File: config.mk
export PLATFORM = sky130hd
export DESIGN_NAME = alarm_state_ctrl
export DESIGN_NICKNAME = d
export VERILOG_FILES = /design/src/rtl/alarm_state_ctrl.sv
export SDC_FILE = /design/constraint.sdc
export NUM_CORES = 1
export LEC_CHECK = 0
export CELL_PAD_IN_SITES_DETAIL_PLACEMENT = 2
export CELL_PAD_IN_SITES_GLOBAL_PLACEMENT = 2
export CORE_ASPECT_RATIO = 0.9
export CORE_MARGIN = 4
export CORE_UTILIZATION = 44
export DETAILED_ROUTE_END_ITERATION = 12
export GPL_ROUTABILITY_DRIVEN = 1
export HOLD_SLACK_MARGIN = 0.08
export PLACE_DENSITY = 0.92
export SETUP_SLACK_MARGIN = 0.2
export SLEW_MARGIN = 20
export SYNTH_ARGS = -nofsm -noshare
export SYNTH_HDL_FRONTEND = slang
export SYNTH_SLANG_ARGS = --single-unit
File: constraint.sdc
create_clock -name clk -period 6.3 [get_ports clk]
set_input_delay 0.63 -clock clk [delete_from_list [all_inputs] [get_ports clk]]
set_output_delay 0.63 -clock clk [all_outputs]
set_load 0.03 [all_outputs]
File: src/rtl/alarm_state_ctrl.sv
// alarm_state_ctrl: conditions the six raw switches (sync + debounce), runs the
// arm / entry-delay / alarm state machine, keeps sticky alarm flags and
// publishes a frame-aligned 2-bit alarm code for the colour generator.
// Optional blinking of the published code is enabled by defining ALARM_BLINK_EN.
// state_o exposes the FSM state for debug: 0 DISARMED, 1 ARMED, 2 ENTRY, 3 ALARM.
module alarm_state_ctrl #(
  parameter int DEBOUNCE_CYCLES = 250000,
  parameter int ENTRY_FRAMES    = 300,
  parameter int BLINK_FRAMES    = 30
) (
  input  logic       clk,
  input  logic       rst_n,
  input  logic [5:0] sw_raw,
  input  logic       frame_start,
  output logic [1:0] alarm_code,
  output logic       armed_o,
  output logic       entry_pending,
  output logic       clear_active,
  output logic [1:0] state_o
);

  localparam int CNT_W = $clog2(DEBOUNCE_CYCLES + 1);
  localparam logic [CNT_W-1:0] DB_LAST = CNT_W'(DEBOUNCE_CYCLES - 1);
  localparam int ENT_W = $clog2(ENTRY_FRAMES + 1);
  localparam logic [ENT_W-1:0] ENT_LAST = ENT_W'(ENTRY_FRAMES - 1);

  typedef enum logic [1:0] {
    S_DISARMED = 2'd0,
    S_ARMED    = 2'd1,
    S_ENTRY    = 2'd2,
    S_ALARM    = 2'd3
  } state_t;

  logic [5:0]       sync1_q, sync2_q;
  logic [5:0]       deb_q, deb_d;
  logic [CNT_W-1:0] cnt_q [6];
  logic [CNT_W-1:0] cnt_d [6];

  state_t           state_q, state_d;
  logic [ENT_W-1:0] ent_q, ent_d;
  logic             intr_set;

  logic             temp_q, temp_d, win_q, win_d, intr_q, intr_d;
  logic [1:0]       code_q, code_d, prio_code;
  logic             blank_code;
  logic             armed_q, pend_q, clr_q;

  logic d_armed, d_door, d_window, d_clear, d_motion, d_temp;
  assign d_armed  = deb_q[0];
  assign d_door   = deb_q[1];
  assign d_window = deb_q[2];
  assign d_clear  = deb_q[3];
  assign d_motion = deb_q[4];
  assign d_temp   = deb_q[5];

  // Per-bit debounce: count consecutive disagreeing clocks, flip on the last one.
  always_comb begin
    deb_d = deb_q;
    for (int i = 0; i < 6; i++) begin
      cnt_d[i] = '0;
      if (sync2_q[i] != deb_q[i]) begin
        if (cnt_q[i] == DB_LAST) deb_d[i] = ~deb_q[i];
        else                     cnt_d[i] = cnt_q[i] + CNT_W'(1);
      end
    end
  end

  // Two-flop synchroniser and debounce state registers.
  always_ff @(posedge clk or negedge rst_n) begin
    if (!rst_n) begin
      sync1_q <= '0;
      sync2_q <= '0;
      deb_q   <= '0;
      for (int i = 0; i < 6; i++) cnt_q[i] <= '0;
    end else begin
      sync1_q <= sw_raw;
      sync2_q <= sync1_q;
      deb_q   <= deb_d;
      for (int i = 0; i < 6; i++) cnt_q[i] <= cnt_d[i];
    end
  end

  // Next-state logic; clear overrides everything, disarm beats entry expiry.
  always_comb begin
    state_d  = state_q;
    ent_d    = ent_q;
    intr_set = 1'b0;
    if (d_clear) begin
      state_d = S_DISARMED;
      ent_d   = '0;
    end else begin
      case (state_q)
        S_DISARMED: if (d_armed) state_d = S_ARMED;
        S_ARMED: begin
          if (!d_armed) begin
            state_d = S_DISARMED;
          end else if (d_door && d_motion) begin
            state_d = S_ENTRY;
            ent_d   = '0;
          end
        end
        S_ENTRY: begin
          if (!d_armed) begin
            state_d = S_DISARMED;
            ent_d   = '0;
          end else if (frame_start) begin
            if (ent_q == ENT_LAST) begin
              state_d  = S_ALARM;
              ent_d    = '0;
              intr_set = 1'b1;
            end else begin
              ent_d = ent_q + ENT_W'(1);
            end
          end
        end
        S_ALARM: state_d = S_ALARM;
        default: state_d = S_DISARMED;
      endcase
    end
  end

  // Sticky flags: set by their condition, wiped while clear is held.
  always_comb begin
    temp_d = d_clear ? 1'b0 : (temp_q | d_temp);
    win_d  = d_clear ? 1'b0 : (win_q | d_window);
    intr_d = d_clear ? 1'b0 : (intr_q | intr_set);
  end

  // Priority encode of the flags into the published code.
  always_comb begin
    if (temp_q)      prio_code = 2'd3;
    else if (win_q)  prio_code = 2'd2;
    else if (intr_q) prio_code = 2'd1;
    else             prio_code = 2'd0;
  end

`ifdef ALARM_BLINK_EN
  localparam int BLK_W = $clog2(BLINK_FRAMES + 1);
  localparam logic [BLK_W-1:0] BLK_LAST = BLK_W'(BLINK_FRAMES - 1);
  logic             any_flag, phase_q, phase_d;
  logic [BLK_W-1:0] bcnt_q, bcnt_d;
  assign any_flag   = temp_q | win_q | intr_q;
  assign blank_code = any_flag && !phase_q;

  // Blink phase: restarts high when idle so a new alarm shows colour first.
  always_comb begin
    phase_d = phase_q;
    bcnt_d  = bcnt_q;
    if (!any_flag) begin
      phase_d = 1'b1;
      bcnt_d  = '0;
    end else if (frame_start) begin
      if (bcnt_q == BLK_LAST) begin
        bcnt_d  = '0;
        phase_d = ~phase_q;
      end else begin
        bcnt_d = bcnt_q + BLK_W'(1);
      end
    end
  end

  // Blink registers.
  always_ff @(posedge clk or negedge rst_n) begin
    if (!rst_n) begin
      phase_q <= 1'b0;
      bcnt_q  <= '0;
    end else begin
      phase_q <= phase_d;
      bcnt_q  <= bcnt_d;
    end
  end
`else
  logic blink_unused;
  assign blink_unused = (BLINK_FRAMES > 0);
  assign blank_code   = 1'b0;
`endif

  // Code only moves on frame_start, except clear which blanks at once.
  always_comb begin
    code_d = code_q;
    if (d_clear)          code_d = 2'd0;
    else if (frame_start) code_d = blank_code ? 2'd0 : prio_code;
  end

  // FSM, flag, code and registered status outputs.
  always_ff @(posedge clk or negedge rst_n) begin
    if (!rst_n) begin
      state_q <= S_DISARMED;
      ent_q   <= '0;
      temp_q  <= 1'b0;
      win_q   <= 1'b0;
      intr_q  <= 1'b0;
      code_q  <= 2'd0;
      armed_q <= 1'b0;
      pend_q  <= 1'b0;
      clr_q   <= 1'b0;
    end else begin
      state_q <= state_d;
      ent_q   <= ent_d;
      temp_q  <= temp_d;
      win_q   <= win_d;
      intr_q  <= intr_d;
      code_q  <= code_d;
      armed_q <= d_armed;
      pend_q  <= (state_q == S_ENTRY);
      clr_q   <= d_clear;
    end
  end

  assign alarm_code    = code_q;
  assign armed_o       = armed_q;
  assign entry_pending = pend_q;
  assign clear_active  = clr_q;
  assign state_o       = state_q;

endmodule

==> key figures, run 1 <==
Global route
  – Grt ovf: 0
  – Vias in the first global route: 6363
  – Antenna violations before repair: 0
  – Pin count of the biggest net entering global routing: 83
  – Total GRT Usage: 25.3%
  – First-pass GRT wire length: 35.2 mm

Timing
  – Final Slew Violations: 0
  – # setup viols final: 0
  – Setup TNS: 0 ps
  – Hold_ws: 200 ps
  – Unrepaired setup endpoints after global routing: false
  – Max Clock Skew: 7.33 ps
  – Fmax: 0.419 GHz
  – Rel. slew slack: 30.3%
  – Final hold vios: 0
  – Final critical-path share of the clock period: 37.9%
  – Crit path time final: 2390 ps
  – Slew of the pin with the lowest slew margin: 1040 ps

Finish
  – Utilization after layout: 52.6%
  – Finished Cell Area: 7880 um^2
  – # diodes: 0
  – Fillers: 1505
  – Fraction of layout cells with a size suffix above 1: 8.08%
  – Most frequent cells in the layout: 145 x dfrtp_1, 130 x nor2_1, 60 x xnor2_1
  – Area growth syn-to-layout: 15.0%
  – Nets: 721
  – Commonest non-fill, non-tap cell in the layout: dfrtp_1

Power
  – Design Power: 0.00213 W
  – Peak VDD IR: 267 uV
  – PwrDens: 270 nW/um^2
  – Clock share of power: 51.8%
  – LEAKAGE: 3.16 nW
  – Switching Fraction: 22.6%
  – Int Pwr: 0.00165 W
  – Switching power: 0.000481 W
  – Sequential power share: 45.1%
  – Comb power frac: 3.2%

Setup path
  – Crit-path max FO: 10
  – Worst r2r src: cnt_q[72]
  – CP max stage cell: o41ai_2
  – CP cell instances: ha_1 -> nand3_1 -> o41ai_2 -> buf_4 -> nor2_1
  – Setup crit start kind: register
  – Crit. End Element: register
  – Setup slack, reg-to-reg: 3910 ps
  – Crit path DAT: 2710 ps
  – Worst R2R End: cnt_q[76]
  – Crit Path Class: register to register
  – CP required: 6630 ps
  – Max incr delay on CP: 880 ps
  – R2R depth: 5

Synth
  – Cells after Synth: 677
  – Mapped Area: 6850 um^2
  – #FFs+latches synth: 145
  – Top FF cell, synth: dfrtp_1
  – Mapped Avg Cell Area: 10.1 um^2
  – Syn_nets: 693
  – Async SR Flop Fraction: 100%
  – EDFF count, synth: 0
  – Cell variety after synth: 48
  – Yosys warns: 0
  – Sequential element share of the synthesized area: 52.9%

Die
  – Core box area: 15000 um^2
  – Die area: 17600 um^2
  – Site row count: 42
  – Die height: 126 um
  – Die width: 140 um
  – Starting Density: 45.8%
  – # IOs: 16

Clocking
  – CTS H-Tree Depth: 4
  – Root Buffer: clkbuf_16
  – Sink Count: 145
  – Post-CTS Setup Bufs: 0
  – Insertion delay to the later sink of the worst-skew pair: 440 ps
  – Bufs on Longest Clock Path: 2
  – Post-CTS sizing: 0
  – TritonCTS clock tree: yes
  – Clock buffer count from CTS: 17
  – Hold buffers post-CTS: 0
  – Clock slew at reported path FFs: 60 ps

Place
  – Post-place instance area: 7240 um^2
  – Post-DP HPWL: 13.2 mm
  – Final Wtd Congestion: 0.789
  – # port buffers: 15

Routing
  – Number of iterations in the first detailed-routing pass: 6
  – Routed len/inst: 23.3 um
  – Detail Route Antenna Nets: 0
  – Routed vias/inst: 5.96
  – Initial DRC count: 257
  – Routed WL: 21.3 mm
  – DRC Markers: 0
  – Total number of vias: 5463

Run status
  – Outcome: finished, final reports clean

Worst hold path
  – HP Class: input port to async pin

Run
  – Max-cap violations: 0
==> critical path: cells and delay by family, from the launching register on <==
| family | cells | cell delay (ps) |
|---|---|---|
| AOI/OAI and AO/OA | 1 | 880 |
| DFF | 1 | 420 |
| and+or+nand+nor | 2 | 380 |
| buffers and inverters | 1 | 310 |
| adders and majority gates | 1 | 260 |
==> registers in the layout, summed over array words and instances, names as in the netlist <==
name           flops
ent_q              9
temp_q             1
sync1_q            6
cnt_q            108
clear_active       1
intr_q             1
state_o            2
sync2_q            6
deb_q              6
alarm_code         2
armed_o            1
win_q              1
entry_pending      1
==> metal layers <==
| layer | share of wire (%) | global-route usage [%] | vias up |
|---|---|---|---|
| met5 | 0 | 0 | - |
| met4 | 3.0 | 10.5 | 0 |
| met3 | 2.2 | 5.65 | 44 |
| met2 | 54 | 46.0 | 84 |
| met1 | 41 | 28.9 | 2884 |
| li1 | - | - | 2451 |
==> final cells by class <==
type / count / area (um^2) / area share, %
Clock inverter: 12 / 178 / 2.25
Clock buffer: 20 / 457 / 5.79
Tap cell: 198 / 248 / 3.14
Sequential cell: 145 / 3630 / 46.0
Timing Repair Buffer: 18 / 178 / 2.25
Multi-Input combinational cell: 501 / 3110 / 39.5
Inverter: 22 / 82.6 / 1.05
==> cells by family (layout without fill, tap and decap cells) <==
group / count (synthesis) / in the layout / synth area share [%]
adder cells (fa/ha/maj): 7 / 7 / 1.28
AND/OR/NAND/NOR: 344 / 344 / 25.3
AO/OA/AOI/OAI: 50 / 50 / 5.44
XOR/XNOR: 91 / 91 / 11.6
multiplexers: 9 / 9 / 1.44
buffers and inverters: 31 / 72 / 1.92
flip-flops: 145 / 145 / 52.9
==> worst max-delay path by stage <==
stage | start | end | slack [ps] | depth (start not counted)
after floorplan | cnt_q[64] | deb_q[2] | 4270 | 4
after global placement | cnt_q[36] | cnt_q[46] | 3910 | 5
after detailed placement | cnt_q[36] | cnt_q[49] | 3660 | 5
after CTS | cnt_q[36] | cnt_q[49] | 3610 | 5
after global routing | cnt_q[13] | cnt_q[17] | 3680 | 5
final | cnt_q[72] | cnt_q[76] | 3910 | 5
==> synthesized netlist by cell type, types with 5 or more instances <==
library cell  number  area [um^2]
nand2_1           29          109
xnor2_1           60          526
and3_1             6         37.5
and4_1             7         61.3
a22o_1             6         52.6
a21oi_1           11         55.1
o21ai_0           11         55.1
ha_1               7         87.6
nand3_1           46          230
inv_1             22         82.6
nor4bb_1           5         50.1
nor3_1            24          120
nand4_1           35          219
xor2_1            31          272
dfrtp_1          145         3630
mux2_2             7         78.8
nor2_1           130          488
nor4_1            31          194
==> per-stage QoR <==
stage / setup WS, ps / cells
floorplan: 4270 / 677
global placement: 3910 / 884
detailed placement: 3660 / 884
CTS: 3610 / 916
global route: 3680 / 916
finish: 3910 / 916
==> power groups by stage <==
| stage | sequential (W) | clock (W) | combinational (W) |
|---|---|---|---|
| global placement | 0.000974 | 0 | 0.0000621 |
| global route | 0.000961 | 0.00117 | 0.0000777 |
| finish | 0.000960 | 0.00110 | 0.0000677 |
| floorplan | 0.000974 | 0 | 0.0000286 |
| detailed placement | 0.000976 | 0 | 0.0000674 |
| CTS | 0.000960 | 0.00113 | 0.0000698 |
Note: power is estimated with default switching activity, not from simulation.
==> inputs of run 2 (changes only) <==
- CORE_UTILIZATION: 44 -> 41
- PLACE_DENSITY: 0.92 -> 0.87
- clock period: 6.3 -> 2.4 ns (I/O delays scaled with it)
==> run 2 against run 1 <==
Against the previous run: clock skew grew 2.7 ps; worst hold slack gained 44 ps; global-route usage shrank 2.3 points; via count grew 0.42%; register-to-register slack lost 3700 ps; count of clock-buffer cells in the layout is the same.
==> key figures, run 2 (synthesized netlist as in run 1, its figures left out) <==
Run status
  – Outcome: finished, final reports clean

Global route
  – Pin count of the biggest net entering global routing: 72 (-13%)
  – First-pass GRT wire length: 33.7 mm (-4.3%)
  – Total GRT Usage: 23.0% (-2.3 points)
  – Antenna violations before repair: 0 (unchanged)
  – Met3 usage: 3.78% (-1.9 points)
  – Grt ovf: 0 (unchanged)
  – Most used routing layer: met2
  – Vias in the first global route: 6221 (-2.2%)
  – GRT met2 Usage: 41.6% (-4.4 points)
  – GR Layer Usage met1: 27.2% (-1.7 points)

Routing
  – Detail Route Antenna Nets: 0 (unchanged)
  – DRC Markers: 0 (unchanged)
  – Routed vias/inst: 5.85 (-1.8%)
  – Routed WL: 20.3 mm (-4.6%)
  – Initial DRC count: 206 (-20%)
  – Number of iterations in the first detailed-routing pass: 5 (-1)
  – Total number of vias: 5486 (+0.42%)
  – Routed len/inst: 21.7 um (-6.7%)

Die
  – Die width: 144 um (+3.4%)
  – Core box area: 16200 um^2 (+8.4%)
  – Die area: 18800 um^2 (+6.9%)
  – Starting Density: 42.2% (-3.6 points)
  – Die height: 131 um (+3.4%)
  – Site row count: 44 (+4.8%)
  – # IOs: 16 (unchanged)

Timing
  – Rel. slew slack: 52.6% (+22 points)
  – Hold_ws: 244 ps (+43.8 ps)
  – # setup viols final: 0 (unchanged)
  – Slew of the pin with the lowest slew margin: 711 ps (-330 ps)
  – Crit path time final: 2160 ps (-227 ps)
  – Final Slew Violations: 0 (unchanged)
  – Setup TNS: 0 ps (unchanged)
  – Fmax: 0.463 GHz (+11%)
  – Final hold vios: 0 (unchanged)
  – Final critical-path share of the clock period: 89.9% (+52 points)
  – Max Clock Skew: 10.0 ps (+2.67 ps)
  – Unrepaired setup endpoints after global routing: false

Finish
  – Sequential cell area: 3630 um^2 (about the same)
  – Fillers: 1633 (+8.5%)
  – # diodes: 0 (unchanged)
  – Fraction of layout cells with a size suffix above 1: 9.59% (+1.5 points)
  – Nets: 735 (+1.9%)
  – Commonest non-fill, non-tap cell in the layout: dfrtp_1
  – Top Registers: cnt_q (108), ent_q (9)
  – Max reg flops: 108 (unchanged)
  – Finished Cell Area: 8020 um^2 (+1.7%)
  – Most frequent cells in the layout: 144 x dfrtp_1, 130 x nor2_1, 60 x xnor2_1
  – Utilization after layout: 49.4% (-3.3 points)
  – Biggest register: cnt_q
  – Area growth syn-to-layout: 17.0%
  – Multi-input logic area: 3120 um^2 (+0.24%)

Setup path
  – Setup crit start kind: register
  – Crit. End Element: register
  – Crit path DAT: 2470 ps (-240 ps)
  – CP required: 2720 ps (-3910 ps)
  – Crit-path max FO: 4 (-6)
  – Crit Path Class: register to register

Power
  – LEAKAGE: 3.22 nW (+1.8%)
  – Peak VDD IR: 483 uV (+81%)
  – PwrDens: 689 nW/um^2 (+160%)

Clocking
  – Sink Count: 145 (unchanged)
  – Clock buffer count from CTS: 17 (unchanged)
  – Clock slew at reported path FFs: 60 ps (about the same)
  – CTS H-Tree Depth: 4 (unchanged)
  – TritonCTS clock tree: yes
  – Root Buffer: clkbuf_16
  – Insertion delay to the later sink of the worst-skew pair: 440 ps (about the same)
  – Bufs on Longest Clock Path: 2 (unchanged)

Place
  – Post-place instance area: 7340 um^2 (+1.5%)
  – Final Wtd Congestion: 0.784 (-0.71%)
  – # port buffers: 15 (unchanged)
  – Post-DP HPWL: 13.4 mm (+1.8%)

Run
  – Max-cap violations: 0 (unchanged)

Worst hold path
  – HP Class: input port to register
-- run 2: timing repair --
| item | CTS | global route |
|---|---|---|
| gates resized for setup | 1 | 4 |
| hold endpoints to repair | 68 | 0 |
| hold buffers | 1 | 0 |
| pin swaps | 1 | 0 |
| endpoints found under the setup margin | 18 | 5 |
| buffers inserted | 1 | 1 |
-- run 2: worst paths after layout --
| kind | startpoint | depth (start not counted) | end | slack, ps |
|---|---|---|---|---|
| worst max register to register | cnt_q[65] | 4 | deb_q[2] | 240 |
| worst max-delay path | cnt_q[65] | 4 | deb_q[2] | 240 |
| max in group asynchronous | rst_n | 3 | cnt_q[44] | 1310 |
| worst min register to register | sync1_q[5] | 0 | sync2_q[5] | 350 |
| min in group asynchronous | rst_n | 2 | ent_q[5] | 390 |
| worst min-delay path | sw_raw[2] | 1 | sync1_q[2] | 240 |
-- run 2: through the flow --
stage	setup WS (ps)	std cells	total power (W)
floorplan	370	677	0.00263
global placement	275	904	0.00273
detailed placement	140	904	0.00276
CTS	176	936	0.00560
global route	202	937	0.00572
finish	241	937	0.00553
-- run 2: where the power goes --
group | internal, W | total [W] | switching, W
Combinational | 0.0000700 | 0.000200 | 0.000130
Sequential | 0.00248 | 0.00252 | 0.0000386
Clock | 0.00175 | 0.00281 | 0.00106
-- run 2: critical path, stage by stage, from the launching register on --
cell     delay (ps)
dfrtp_1         430
or4b_1          540
or4_4           590
nor2_1          120
mux2_2          350
-- run 2: area by class of cell --
cell class	count	share of cell area [%]
flip-flops and latches	145	45.3
inverters	22	1.03
well taps	207	3.23
clock buffers	20	5.57
clock inverters	10	2.01
repair buffers	32	3.98
multi-input cells	501	38.9
-- run 2: per-layer routing --
layer | part of all wire [%] | vias to the layer above
li1 | - | 2479
met1 | 42 | 2913
met2 | 54 | 61
met3 | 1.9 | 33
met4 | 2.2 | 0
met5 | 0 | -
==> inputs of run 3 (changes only) <==
- REMOVE_ABC_BUFFERS: not set -> 1
==> run 3 against run 2 <==
Against the previous run: register-to-register slack improved by 30 ps; first-iteration DRC count increased by 1.9%; critical path depth unchanged; cell area decreased by 0.55%; worst hold slack improved by 3.6 ps; critical endpoint unchanged.
==> key figures, run 3 (synthesized netlist as in run 1, its figures left out) <==
Run status
  – Outcome: finished, final reports clean

Global route
  – Grt ovf: 0 (unchanged)
  – Antenna violations before repair: 0 (unchanged)
  – Pin count of the biggest net entering global routing: 54 (-25%)
  – First-pass GRT wire length: 32.6 mm (-3.0%)
  – Vias in the first global route: 6163 (-0.93%)
  – Total GRT Usage: 22.1% (-0.81 points)

Routing
  – Initial DRC count: 210 (+1.9%)
  – DRC Markers: 0 (unchanged)
  – Routed len/inst: 20.3 um (-6.5%)
  – Total number of vias: 5355 (-2.4%)
  – Detail Route Antenna Nets: 0 (unchanged)
  – Routed vias/inst: 5.72 (-2.4%)
  – Routed WL: 19.0 mm (-6.5%)
  – Number of iterations in the first detailed-routing pass: 4 (-1)

Power
  – Peak VDD IR: 462 uV (-4.5%)
  – Switching Fraction: 22.0% (-0.17 points)
  – LEAKAGE: 3.20 nW (-0.65%)
  – Sequential power share: 46.5% (+0.9 points)
  – Int Pwr: 0.00423 W (-1.7%)
  – Switching power: 0.00119 W (-2.7%)
  – PwrDens: 680 nW/um^2 (-1.4%)
  – Clock share of power: 50.1% (-0.7 points)
  – Comb power frac: 3.4% (-0.2 points)

Setup path
  – Crit Path Class: register to register
  – CP delay by family, top: simple AND/OR/NAND/NOR gates
  – Buf+Inv Stages, Crit Path: 0 (unchanged)
  – Crit path DAT: 2440 ps (-30 ps)
  – CP required: 2710 ps (about the same)
  – Setup crit start kind: register
  – Max incr delay on CP: 590 ps (about the same)
  – Crit. End Element: register
  – CP cell instances: or4b_1 -> or4_4 -> nor2_2 -> mux2_2
  – Crit-path max FO: 5 (+1)
  – CP max stage cell: or4_4

Finish
  – Area growth syn-to-layout: 16.4%
  – Fraction of layout cells with a size suffix above 1: 9.45% (-0.14 points)
  – Nets: 734 (-0.14%)
  – Most frequent cells in the layout: 144 x dfrtp_1, 129 x nor2_1, 60 x xnor2_1
  – Fillers: 1660 (+1.7%)
  – # diodes: 0 (unchanged)
  – Biggest register: cnt_q
  – Max reg flops: 108 (unchanged)
  – Commonest non-fill, non-tap cell in the layout: dfrtp_1
  – Top Registers: cnt_q (108), ent_q (9)

Timing
  – Slew of the pin with the lowest slew margin: 548 ps (-163 ps)
  – Unrepaired setup endpoints after global routing: true
  – Crit path time final: 2130 ps (-29.0 ps)
  – Hold_ws: 248 ps (+3.64 ps)
  – Final hold vios: 0 (unchanged)
  – Final Slew Violations: 0 (unchanged)
  – Setup TNS: 0 ps (unchanged)
  – # setup viols final: 0 (unchanged)
  – Max Clock Skew: 8.93 ps (-1.07 ps)
  – Fmax: 0.470 GHz (+1.4%)
  – Rel. slew slack: 63.1% (+11 points)
  – Final critical-path share of the clock period: 88.7% (-1.2 points)

Clocking
  – Sink Count: 145 (unchanged)
  – Root Buffer: clkbuf_16
  – Insertion delay to the later sink of the worst-skew pair: 430 ps (about the same)
  – Clock buffer count from CTS: 17 (unchanged)
  – TritonCTS clock tree: yes
  – CTS H-Tree Depth: 4 (unchanged)
  – Bufs on Longest Clock Path: 2 (unchanged)
  – Clock slew at reported path FFs: 60 ps (about the same)

Place
  – # port buffers: 15 (unchanged)
  – Post-DP HPWL: 12.6 mm (-5.9%)
  – Final Wtd Congestion: 0.820 (+4.6%)

Die
  – # IOs: 16 (unchanged)
  – Site row count: 44 (unchanged)
  – Die area: 18800 um^2 (unchanged)
  – Starting Density: 42.2% (unchanged)
  – Core box area: 16200 um^2 (unchanged)
  – Die height: 131 um (unchanged)
  – Die width: 144 um (unchanged)

Worst hold path
  – HP Class: input port to register

Run
  – Max-cap violations: 0 (unchanged)
-- run 3: worst paths after layout --
kind | cells after the start | to | slack (ps) | startpoint
max | 4 | deb_q[2] | 270 | cnt_q[64]
min | 1 | sync1_q[2] | 250 | sw_raw[2]
max in group asynchronous | 3 | cnt_q[19] | 1340 | rst_n
min reg2reg | 0 | sync2_q[5] | 350 | sync1_q[5]
min in group asynchronous | 2 | cnt_q[2] | 330 | rst_n
max reg2reg | 4 | deb_q[2] | 270 | cnt_q[64]
-- run 3: what timing repair did --
item | 4_1_cts | 5_1_grt
hold endpoints to repair | 50 | 0
setup endpoints to repair | 17 | 12
hold buffers | 1 | 0
pin swaps | 1 | 0
setup buffers | 2 | 0
resized for setup | 0 | 6
-- run 3: cell type report --
class / instances / area [um^2] / area share, %
sequential: 145 / 3630 / 45.5
multi-input combinational: 501 / 3120 / 39.1
clock buffer: 22 / 464 / 5.82
timing repair buffer: 31 / 290 / 3.64
tap: 207 / 259 / 3.25
clock inverter: 9 / 131 / 1.65
inverter: 22 / 82.6 / 1.04
-- run 3: routing by layer --
| metal | vias to the layer above | wire, um | GRT usage, % |
|---|---|---|---|
| li1 | 2482 | - | - |
| met1 | 2796 | 8190 | 26.1 |
| met2 | 53 | 10200 | 40.5 |
| met3 | 24 | 420 | 5.09 |
| met4 | 0 | 252 | 6.31 |
| met5 | - | 0 | 0 |
-- run 3: power by group through the flow --
stage,Sequential (W),Combinational (W),Clock (W)
4_1_cts,0.00252,0.000192,0.00278
2_1_floorplan,0.00256,0.0000697,0
6_report,0.00252,0.000185,0.00272
3_5_place_dp,0.00256,0.000184,0
3_3_place_gp,0.00256,0.000172,0
5_1_grt,0.00252,0.000213,0.00290
-- run 3: worst register-to-register path, stage by stage, from the launching register on --
cell and delay [ps]:
dfrtp_1 430, or4b_1 540, or4_4 590, nor2_2 110
mux2_2 340
-- run 3: metrics by stage --
step / cell area (um^2) / total power, W / util (%) / worst slack, ps / std cells
3_5_place_dp: 7320 / 0.00275 / 45.1 / 176 / 903
6_report: 7970 / 0.00542 / 49.1 / 270 / 937
4_1_cts: 7950 / 0.00549 / 48.9 / 245 / 937
3_3_place_gp: 7320 / 0.00273 / 45.1 / 284 / 903
2_1_floorplan: 6800 / 0.00263 / - / 331 / 668
5_1_grt: 7970 / 0.00564 / 49.1 / 192 / 937
